### src/rtl/clk_div_sched_pkg.sv
// Shared constants for the programmable clock divider.
// Default ratios: /2, /10, /100 expressed as half-periods.
package clk_div_sched_pkg;

  localparam int CNT_W_DEF = 8;

  localparam logic [CNT_W_DEF-1:0] HALF_DIV2   = 8'd0;
  localparam logic [CNT_W_DEF-1:0] HALF_DIV10  = 8'd4;
  localparam logic [CNT_W_DEF-1:0] HALF_DIV100 = 8'd49;

endpackage

### src/rtl/clk_div_chan.sv
// One divider channel: counter, output flop, active ratio/enable, pending slot.
// Ports: clk_i, rst_i, def_half_i, wr_i/wr_half_i/wr_en_i, clk_o, pend_o, done_o.
module clk_div_chan
  import clk_div_sched_pkg::*;
#(
  parameter int CNT_W = CNT_W_DEF
) (
  input  logic             clk_i,
  input  logic             rst_i,
  input  logic [CNT_W-1:0] def_half_i,
  input  logic             wr_i,
  input  logic [CNT_W-1:0] wr_half_i,
  input  logic             wr_en_i,
  output logic             clk_o,
  output logic             pend_o,
  output logic             done_o
);

  logic [CNT_W-1:0] cnt_q, cnt_d;
  logic [CNT_W-1:0] half_q, half_d;
  logic             en_q, en_d;
  logic             clk_q, clk_d;
  logic             pend_q, pend_d;
  logic [CNT_W-1:0] phalf_q, phalf_d;
  logic             pen_q, pen_d;
  logic             done_q, done_d;
  logic             at_end;
  logic             apply;

  // Falling toggle that closes a full period; disabled channels
  // have no period to finish so they take the update at once.
  assign at_end = (cnt_q == half_q) && clk_q;
  assign apply  = pend_q && (!en_q || at_end);

  always_comb begin
    cnt_d   = cnt_q;
    half_d  = half_q;
    en_d    = en_q;
    clk_d   = clk_q;
    pend_d  = pend_q;
    phalf_d = phalf_q;
    pen_d   = pen_q;
    done_d  = apply;
    if (apply) begin
      half_d = phalf_q;
      en_d   = pen_q;
      cnt_d  = '0;
      clk_d  = 1'b0;
      pend_d = 1'b0;
    end else if (en_q) begin
      if (cnt_q == half_q) begin
        clk_d = ~clk_q;
        cnt_d = '0;
      end else begin
        cnt_d = cnt_q + 1'b1;
      end
    end else begin
      clk_d = 1'b0;
      cnt_d = '0;
    end
    // wr_i only arrives when the slot is empty, so it never
    // collides with an apply in the same cycle.
    if (wr_i) begin
      pend_d  = 1'b1;
      phalf_d = wr_half_i;
      pen_d   = wr_en_i;
    end
  end

  always_ff @(posedge clk_i) begin
    if (rst_i) begin
      cnt_q   <= '0;
      half_q  <= def_half_i;
      en_q    <= 1'b1;
      clk_q   <= 1'b0;
      pend_q  <= 1'b0;
      phalf_q <= '0;
      pen_q   <= 1'b0;
      done_q  <= 1'b0;
    end else begin
      cnt_q   <= cnt_d;
      half_q  <= half_d;
      en_q    <= en_d;
      clk_q   <= clk_d;
      pend_q  <= pend_d;
      phalf_q <= phalf_d;
      pen_q   <= pen_d;
      done_q  <= done_d;
    end
  end

  assign clk_o  = clk_q;
  assign pend_o = pend_q;
  assign done_o = done_q;

endmodule

### src/rtl/clk_div_sched.sv
// Multi-channel glitch-free programmable divider with shared config port.
// Ports: CLK_in, RST, cfg_* request/ready/err, CLK_out, pending, upd_done.
module clk_div_sched
  import clk_div_sched_pkg::*;
#(
  parameter int NUM_CH = 3,
  parameter int CNT_W  = CNT_W_DEF,
  parameter int CH_W   = 3,
  parameter logic [NUM_CH*CNT_W-1:0] DEF_HALF =
    {HALF_DIV100, HALF_DIV10, HALF_DIV2}
) (
  input  logic              CLK_in,
  input  logic              RST,
  input  logic              cfg_valid,
  output logic              cfg_ready,
  input  logic [CH_W-1:0]   cfg_ch,
  input  logic [CNT_W-1:0]  cfg_half,
  input  logic              cfg_en,
  output logic              cfg_err,
  output logic [NUM_CH-1:0] CLK_out,
  output logic [NUM_CH-1:0] pending,
  output logic [NUM_CH-1:0] upd_done
);

  logic [NUM_CH-1:0] sel;
  logic              oor;
  logic              rdy;
  logic              acc;
  logic              err_q, err_d;

  // Decode by matching each channel index; anything left
  // unmatched is out of range and always accepted.
  always_comb begin
    sel = '0;
    oor = 1'b1;
    rdy = 1'b1;
    for (int i = 0; i < NUM_CH; i++) begin
      if (cfg_ch == CH_W'(i)) begin
        sel[i] = 1'b1;
        oor    = 1'b0;
        rdy    = ~pending[i];
      end
    end
  end

  assign cfg_ready = rdy;
  assign acc       = cfg_valid && rdy;
  assign err_d     = acc && oor;

  always_ff @(posedge CLK_in) begin
    if (RST) err_q <= 1'b0;
    else     err_q <= err_d;
  end

  assign cfg_err = err_q;

  for (genvar g = 0; g < NUM_CH; g++) begin : g_ch
    clk_div_chan #(
      .CNT_W(CNT_W)
    ) u_ch (
      .clk_i     (CLK_in),
      .rst_i     (RST),
      .def_half_i(DEF_HALF[g*CNT_W +: CNT_W]),
      .wr_i      (acc && sel[g]),
      .wr_half_i (cfg_half),
      .wr_en_i   (cfg_en),
      .clk_o     (CLK_out[g]),
      .pend_o    (pending[g]),
      .done_o    (upd_done[g])
    );
  end

endmodule
### config.mk
export PLATFORM = sky130hd
export DESIGN_NAME = clk_div_sched
export DESIGN_NICKNAME = d
export VERILOG_FILES = /design/src/rtl/clk_div_sched_pkg.sv /design/src/rtl/clk_div_chan.sv /design/src/rtl/clk_div_sched.sv
export SDC_FILE = /design/constraint.sdc
export NUM_CORES = 1
export LEC_CHECK = 0
export CAP_MARGIN = 20
export CORE_UTILIZATION = 40
export DETAILED_ROUTE_END_ITERATION = 16
export DONT_BUFFER_PORTS = 1
export PLACE_DENSITY_LB_ADDON = 0.12
export RECOVER_POWER = 25
export SYNTH_ARGS = -nofsm -noshare
export SYNTH_HDL_FRONTEND = slang
export SYNTH_HIERARCHICAL = 1
export SYNTH_SLANG_ARGS = --single-unit
### constraint.sdc
create_clock -name CLK_in -period 2.12 [get_ports CLK_in]
set_clock_uncertainty 0.2 [all_clocks]
set_input_delay 0.424 -clock CLK_in [delete_from_list [all_inputs] [get_ports CLK_in]]
set_output_delay 0.424 -clock CLK_in [all_outputs]
set_load 0.02 [all_outputs]
==> results.md, run 1 <==
Outcome:
- The run finished, with violations left.
- The final reports fail on max-capacitance violations, max-slew violations.

Floorplan:
- The area of the core is around 9400 µm².
- The area enclosed by the die boundary is 10,200 µm².
- The boundary pin count is 26.
- The x dimension of the die is 101 µm.
- The row count is 35.
- Once the floorplan was initialized, standard cells occupied about two fifths of the core.
- Measured along the y axis, the die boundary spans 101 µm.

Route:
- The detailed router finished its first iteration with 70 violations.
- Using the TritonRoute via totals, the vias-per-cell ratio works out to approximately 5.
- The detailed-route wire length is around 7100 µm.
- In this run the remaining antenna-violating nets after routing total 0.
- The final routed wire length divided by cell count is around 14 µm.
- The routed design uses between 3000 and 4000 µm of met2 wire.
- The sum of met3 wire segment lengths after detailed routing is roughly 440 µm.
- The top routing layer in use is met4.
- The routed layout has ~2.5k vias.
- The number of search-and-repair iterations in the first detailed-routing pass is 4.
- In the routed design, unresolved DRC markers number 0.
- In the final routing, the length of wire on met1 measures about 3300 µm.

Global routing:
- The via count of the first global-routing pass is 2,382.
- The total overflow left after global routing is 0.
- The number of antenna violations at the first check in global routing is 0.
- The global-route wire length before repair is 11,800 µm.
- Entering global routing, the biggest net connects 35 pins.
- The aggregate global-route resource usage is between 10% and 20%.

Logic synthesis:
- Counting every instance in the synthesized netlist gives 340.
- The per-instance average area after synthesis is about 11 µm².
- The share of the yosys chip area belonging to registers is 51.2%.
- Of the total synthesized cell area, the portion taken by XOR and XNOR cells is 11.1%.
- The number of synthesized register bits is 88.
- The simple-gate share of the synthesized area is about 14%.
- The number of different library cells in the post-synthesis netlist is 37.
- The synthesized design spends more area on one cell type than any other, namely dfxtp_1.
- Sorting the synthesized cells by area gives the leading types as dfxtp_1, edfxtp_1, mux2i_1.
- The fraction of the mapped netlist area in adder cells is 0.960%.
- The combinational family with the most area after synthesis is multiplexers.
- The mux share of post-synthesis cell area is around 14%.
- The synthesized netlist occupies a cell area of around 3900 µm².
- The share of synthesized area in the top cell type comes to 32.8%.
- Summing the areas of all compound-gate instances in the mapped netlist gives 5.47% of the synthesized area.
- The Yosys warning count is 6.

Clock network:
- The clock-pin slew on the worst setup and hold paths is roughly 90 ps.
- TritonCTS created 9 clock buffers.
- The H-tree was split into 3 levels.
- The clock insertion delay at the later pin of the skew report is approximately 340 ps.
- The longest clock path from root to sink contains 2 buffers.
- Buffers added to address setup during post-CTS repair amount to 0.
- The TritonCTS clock tree is built.
- The TritonCTS sink count is 88.
- The clock root buffer is clkbuf_8.

Power and ir drop:
- For this design the ratio of total power to cell area is roughly 740 nW/µm².
- VDD sags by at most 0.406 mV.
- Summed over all cells, the static leakage comes to between 0.0015 and 0.002 µW.

Final layout:
- The number of cells in the finished layout apart from fillers is a little over 500.
- The final-stage net count is 391.
- The filler cells instantiated in the layout total 925.
- The area taken by multi-input logic gates is 1890 µm².
- The final non-filler cell area is approximately 4400 µm².
- 0 antenna diodes ended up in the layout.
- The share of cells above drive strength 1 is between 10% and 20%.
- From synthesis to final layout, the design area changed by 11.3%.
- The sequential cell area in the final layout is 2000 µm².

Worst setup path:
- In this design, the stage delay of the slowest critical-path cell is approximately 480 ps.
- The required time at the endpoint of the critical path is 1500 ps.
- The worst endpoint data arrival time is around 1300 ps.
- Traced cell by cell, the critical path runs through mux2i_1 > o32a_1.
- Of all nets on the critical path, the largest fanout is 7.
- The cell family contributing the most delay on the critical path is flip-flops.
- The worst setup path is of the flop to primary output kind.
- STA classifies the critical path endpoint as a primary output.
- The critical path contains buffers and inverters numbering 0 combined.
- The cell type of the slowest stage on the worst timing path is dfxtp_2.
- The kind of launch point of the worst setup path is a flop.

Place:
- The count of input and output buffers is 0.
- The cell count after placement is slightly below 500.
- The post-placement cell area is ~4100 µm².
- The worst setup slack before clock tree synthesis is 179 ps.
- The estimated wirelength of the detail-placed design is 5000 µm.
- The final weighted congestion of routability-driven global placement is ~0.7.

STA:
- Once routing completed, OpenROAD measured the worst setup slack at approximately 170 ps.
- Setup repair after global routing left no endpoint under its margin.
- In this run the tightest slew margin relative to its limit is -3.97%.
- The max-slew violation count was 35.
- Setup violations remaining at the end of the flow were counted as 0.
- Static timing analysis puts the maximum clock frequency at 0.512 GHz.
- The final count of hold timing violations is 0.
- For the pin with the worst max-slew slack, the measured transition is 1560 ps.
- In the final timing run, aggregate negative setup slack is 0 ps.
- The share of the clock period used by the worst path is 92.1%.
- For the finished layout, the period the worst path requires is approximately 2000 ps.
- Hold is met by between 20 and 25 ps.

Hold path:
- In this run the worst hold path is classified as primary input to flop.

Flow run:
- Max-cap violations in this run came to 1.
metal layers:
| metal | vias to the layer above | global-route usage (%) |
|---|---|---|
| met1 | 1173 | 19.4 |
| met5 | - | 0 |
| met2 | 54 | 25.0 |
| li1 | 1239 | - |
| met3 | 4 | 4.79 |
| met4 | 0 | 6.02 |
cells in the final DEF, fill, tap and decap left out, types with 2 or more instances in the layout:
cell / Yosys / routed
or3_1: 3 / 3
dfxtp_1: 64 / 63
conb_1: 2 / 24
o21ba_1: 3 / 3
a211o_1: 3 / 2
a21boi_1: 3 / 3
clkbuf_1: 3 / 2
clkbuf_16: 0 / 2
and3_1: 3 / 3
nand2_1: 6 / 6
nand2b_1: 3 / 3
xnor2_2: 9 / 9
a211oi_1: 3 / 3
nand4_2: 3 / 3
clkinv_2: 0 / 2
and2_2: 3 / 3
nor2_1: 54 / 54
nor3_1: 4 / 3
edfxtp_1: 24 / 24
xor2_1: 12 / 12
buf_4: 0 / 8
nand3_1: 9 / 9
nand4_1: 6 / 6
xnor2_1: 21 / 21
inv_1: 9 / 9
mux2i_1: 28 / 28
a21oi_1: 4 / 4
and4_1: 6 / 6
mux2_2: 24 / 24
a311oi_1: 3 / 3
o21ai_0: 6 / 6
o21ai_2: 3 / 3
ha_1: 3 / 3
and3_2: 3 / 3
clkbuf_8: 3 / 10
synth_stat cells:
library cell	instances
mux2_2	24
and2_2	3
nor2_1	54
nor3_1	4
edfxtp_1	24
o21ai_2	3
xor2_1	12
o21ai_0	6
a211o_1	3
nor4b_1	1
dfxtp_1	64
o32a_1	1
buf_6	3
xnor2_2	9
a21oi_1	4
nand4_2	3
xnor2_1	21
a21boi_1	3
o21ba_1	3
nor3b_1	1
nand4_1	6
nand3_1	9
nand2_1	6
conb_1	2
clkbuf_1	3
a311oi_1	3
a211oi_1	3
and4_1	6
nor4_1	1
or3_1	3
inv_1	9
ha_1	3
and3_2	3
mux2i_1	28
and3_1	3
nand2b_1	3
clkbuf_8	3
per-stage QoR:
| stage | utilization [%] | total power, µW |
|---|---|---|
| floorplan | - | 2090 |
| detailed placement | 44.2 | 2120 |
| global placement | 44.2 | 2110 |
| global route | 46.4 | 3390 |
| CTS | 46.6 | 3300 |
| finish | 46.4 | 3230 |
registers in the layout, indices dropped and copies added (netlist names):
register and cells:
g_ch.u_ch/cnt_q 24, g_ch.u_ch/half_q 24, g_ch.u_ch/phalf_q 24, g_ch.u_ch/clk_o 3, g_ch.u_ch/done_o 3, g_ch.u_ch/en_q 3, g_ch.u_ch/pen_q 3, g_ch.u_ch/pend_o 3
cfg_err 1
power by group:
| part | switching (µW) | internal [µW] |
|---|---|---|
| Clock | 555 | 592 |
| Sequential | 50.8 | 1790 |
| Combinational | 120 | 126 |
area by class of cell:
cell class | count | area share (%)
flip-flops and latches | 88 | 46.0
inverters | 9 | 0.776
clock buffers | 13 | 4.40
clock inverters | 2 | 0.230
multi-input cells | 256 | 43.4
well taps | 129 | 3.71
repair buffers | 9 | 1.47
cell families after synthesis:
| logic type | after synthesis |
|---|---|
| AND/OR/NAND/NOR | 106 |
| buffers and inverters | 18 |
| AO/OA/AOI/OAI | 29 |
| XOR/XNOR | 42 |
| other | 2 |
| flip-flops | 88 |
| multiplexers | 52 |
| adder cells (fa/ha/maj) | 3 |
worst reg2reg max path: stages (launching register included):
cell and delay (ps):
edfxtp_1 380, xnor2_1 220, nand4_2 200, nor3_1 270
a211o_1 330
what timing repair did:
item                                    CTS  global route
hold buffers                              1             0
resized for setup                         1             1
endpoints found under the setup margin    1             8
hold endpoints to repair                 34             0
path summary, 6_finish.rpt:
kind                                              from                 endpoint  slack, ps  cells past startpoint
worst min-delay path                       cfg_half[7]  g_ch[2].u_ch/phalf_q[7]         20                      2
worst min register to register       g_ch[2].u_ch/en_q      g_ch[2].u_ch/done_o        240                      1
worst max register to register  g_ch[1].u_ch/half_q[1]   g_ch[1].u_ch/half_q[0]        190                      4
worst max-delay path               g_ch[0].u_ch/pend_o                cfg_ready        170                      2
(Power assumes the default switching activity.)
==> run 2: changes to the inputs <==
--- a/config.mk
+++ b/config.mk
@@ -15,3 +15,4 @@
 export SYNTH_HDL_FRONTEND = slang
 export SYNTH_HIERARCHICAL = 1
 export SYNTH_SLANG_ARGS = --single-unit
+export TNS_END_PERCENT = 20
==> results of run 2 <==
Final layout, timing and power as in run 1 (identical DEF).
==> run 3: changes to the inputs <==
--- a/config.mk
+++ b/config.mk
@@ -7,9 +7,10 @@
 export LEC_CHECK = 0
 export CAP_MARGIN = 20
 export CORE_UTILIZATION = 40
+export CTS_BUF_LIST = sky130_fd_sc_hd__clkbuf_2 sky130_fd_sc_hd__clkbuf_4 sky130_fd_sc_hd__clkbuf_8
 export DETAILED_ROUTE_END_ITERATION = 16
 export DONT_BUFFER_PORTS = 1
-export PLACE_DENSITY_LB_ADDON = 0.12
+export PLACE_DENSITY_LB_ADDON = 0.08
 export RECOVER_POWER = 25
 export SYNTH_ARGS = -nofsm -noshare
 export SYNTH_HDL_FRONTEND = slang
==> results.md, run 3 (synthesized netlist as in run 1, its figures left out) <==
Outcome:
- The run finished with clean final reports.

Clock network:
- The largest buffer count on any clock path came to 2 (unchanged).
- The level count of the clock H-tree came to 3 (unchanged).
- CTS placed an instance of clkbuf_8 at the clock tree root.
- The clock-pin slew on the worst setup and hold paths is 90 ps (about the same).
- The clock insertion delay at the later pin of the skew report was 350 ps (about the same).
- The total clock buffers created by CTS is 9 (unchanged).
- The post-CTS repair timing setup buffer count came to 0 (unchanged).
- The TritonCTS sink count was 88 (unchanged).
- TritonCTS built the clock tree.

STA:
- The final count of hold timing violations is 0 (unchanged).
- The actual transition at the worst max-transition pin is 1260 ps (-301 ps).
- The accumulated negative setup slack is 0 ps (unchanged).
- The count of endpoints failing setup in the final report is 0 (unchanged).
- The remaining max-slew budget at the tightest pin is 16.0% (+20 points).
- The post-route minimum period is 1940 ps (-15.5 ps).
- The max-slew violation count was 0 (-100%).
- The achievable clock frequency is 0.516 GHz (+0.80%).
- The share of the clock period used by the worst path came to 91.4% (-0.73 points).
- Setup repair after global routing left no endpoint under its margin.

Floorplan:
- The x dimension of the die came to 101 µm (unchanged).
- The area of the core is 9370 µm² (unchanged).
- The starting utilization of the core area was 41.7% (unchanged).
- The row count was 35 (unchanged).
- The area enclosed by the die boundary is 10,200 µm² (unchanged).
- The boundary pin count was 26 (unchanged).
- The vertical die dimension is 101 µm (unchanged).

Global routing:
- The remaining global-route overflow is 0 (unchanged).
- The global-route wire length before repair is 11,400 µm (-3.1%).
- The number of antenna violations at the first check in global routing is 0 (unchanged).
- The aggregate global-route resource usage is 14.9% (-0.60 points).
- The pin count of the biggest net entering global routing is 36 (+2.9%).
- The via count of the first global-routing pass was 2,400 (+0.76%).

Final layout:
- The area taken by multi-input logic gates was 1890 µm² (unchanged).
- The final non-filler cell area came to 4390 µm² (+0.95%).
- The library cells used most frequently in the layout, excluding fill and tap cells, are dfxtp_1, nor2_1, mux2i_1.
- The library cell used most frequently in the layout, excluding fill and tap cells, is dfxtp_1.
- The number of antenna diodes is 0 (unchanged).
- The share of cells above drive strength 1 is 18.5% (-0.58 points).
- The largest registers in the layout are g_ch.u_ch/cnt_q x24, g_ch.u_ch/half_q x24, g_ch.u_ch/phalf_q x24.
- The final core utilization came to 46.9% (+0.44 points).
- The sequential cell area in the final layout is 2000 µm² (about the same).
- The final-stage net count is 391 (unchanged).
- The final-layout fill cell count is 911 (-1.5%).
- Compared with the post-synthesis result, the final layout area differs by 12.4%.

Worst setup path:
- The signal on the critical path passes through mux2i_1 > o32a_1.
- STA classifies the critical path startpoint as a flop.
- The biggest cell delay along the critical path is 470 ps (about the same).
- The top fanout value on the critical path came to 5 (-2).
- The worst endpoint data arrival time is 1310 ps (-20 ps).
- The dominant delay contributor by cell family on the critical path is flip-flops.
- STA classifies the critical path endpoint as a primary output.
- The required time at the endpoint of the critical path came to 1500 ps (about the same).
- The type of the setup path with the least slack is flop to primary output.
- The buffers plus inverters on the worst setup path is 0 (unchanged).
- The largest individual stage delay along the critical path comes from the cell dfxtp_1.

Route:
- The number of search-and-repair iterations in the first detailed-routing pass is 4 (unchanged).
- The detailed-route wire length was 6880 µm (-3.2%).
- The number of vias per cell is 4.85 (-0.60%).
- The number of remaining DRC errors is 0 (unchanged).
- The count of antenna-violating nets left after detailed routing came to 0 (unchanged).
- The violation count after the first detailed-route iteration came to 76 (+8.6%).
- The final routed wire length divided by cell count came to 13.6 µm (-3.4%).
- The overall via count from detail_route is 2,460 (-0.40%).

Power and ir drop:
- The worst ir drop on vdd is 0.371 mV (-8.5%).
- The reported leakage power was 0.00166 µW (+1.4%).
- The power density over the cells is 788 nW/µm² (+6.0%).

Hold path:
- The class of the most critical hold timing path is primary input to flop.

Place:
- The count of input and output buffers was 0 (unchanged).
- The estimated wirelength of the detail-placed design is 4800 µm (-4.0%).
- The final weighted congestion of routability-driven global placement is 0.722 (+2.9%).
- The post-placement cell area is 4140 µm² (unchanged).

Flow run:
- The number of violations of the max-capacitance limit came to 0 (-1).
run 3: what timing repair did:
| item | in CTS | in global routing |
|---|---|---|
| endpoints found under the setup margin | 0 | 8 |
| resized for setup | 0 | 1 |
| hold buffers | 1 | 0 |
| hold endpoints to repair | 33 | 0 |
run 3: final cells by class:
cell class,instances,area share [%]
clock buffer,10,2.99
clock inverter,6,2.45
inverter,9,0.769
multi-input combinational,256,43.0
sequential,88,45.6
tap,129,3.67
timing repair buffer,9,1.57
run 3: power by group:
part	internal [µW]	leakage (µW)	switching [µW]	total (µW)
Sequential	1790	0.000763	51.1	1840
Clock	793	0.000121	580	1370
Combinational	126	0.000779	121	247
Total	2710	0.00166	752	3460
run 3: worst paths after layout:
kind                                        startpoint                     end  slack, ps  cells past startpoint
worst min register to register       g_ch[1].u_ch/en_q     g_ch[1].u_ch/done_o        220                      1
worst max register to register  g_ch[0].u_ch/half_q[4]  g_ch[0].u_ch/half_q[4]        220                      4
worst min-delay path                            cfg_en      g_ch[2].u_ch/pen_q         20                      2
worst max-delay path               g_ch[0].u_ch/pend_o               cfg_ready        180                      2
run 3: through the flow:
step           instances  total power (µW)  hold slack [ps]  worst slack, ps
3_5_place_dp         490              2120              219              168
5_1_grt              507              3610             15.9             37.1
6_report             507              3460             24.2              182
3_3_place_gp         490              2110              218              213
4_1_cts              507              3510             12.8              147
2_1_floorplan        362              2090              212              399
run 3: per-layer routing:
metal / wire, µm / share of wire [%] / GRT usage [%] / up-vias
met1: 3350 / 49 / 19.4 / 1166
met2: 3040 / 44 / 23.5 / 44
met5: 0 / 0 / 0 / -
li1: - / - / - / 1241
met3: 384 / 5.6 / 4.16 / 9
met4: 108 / 1.6 / 6.02 / 0
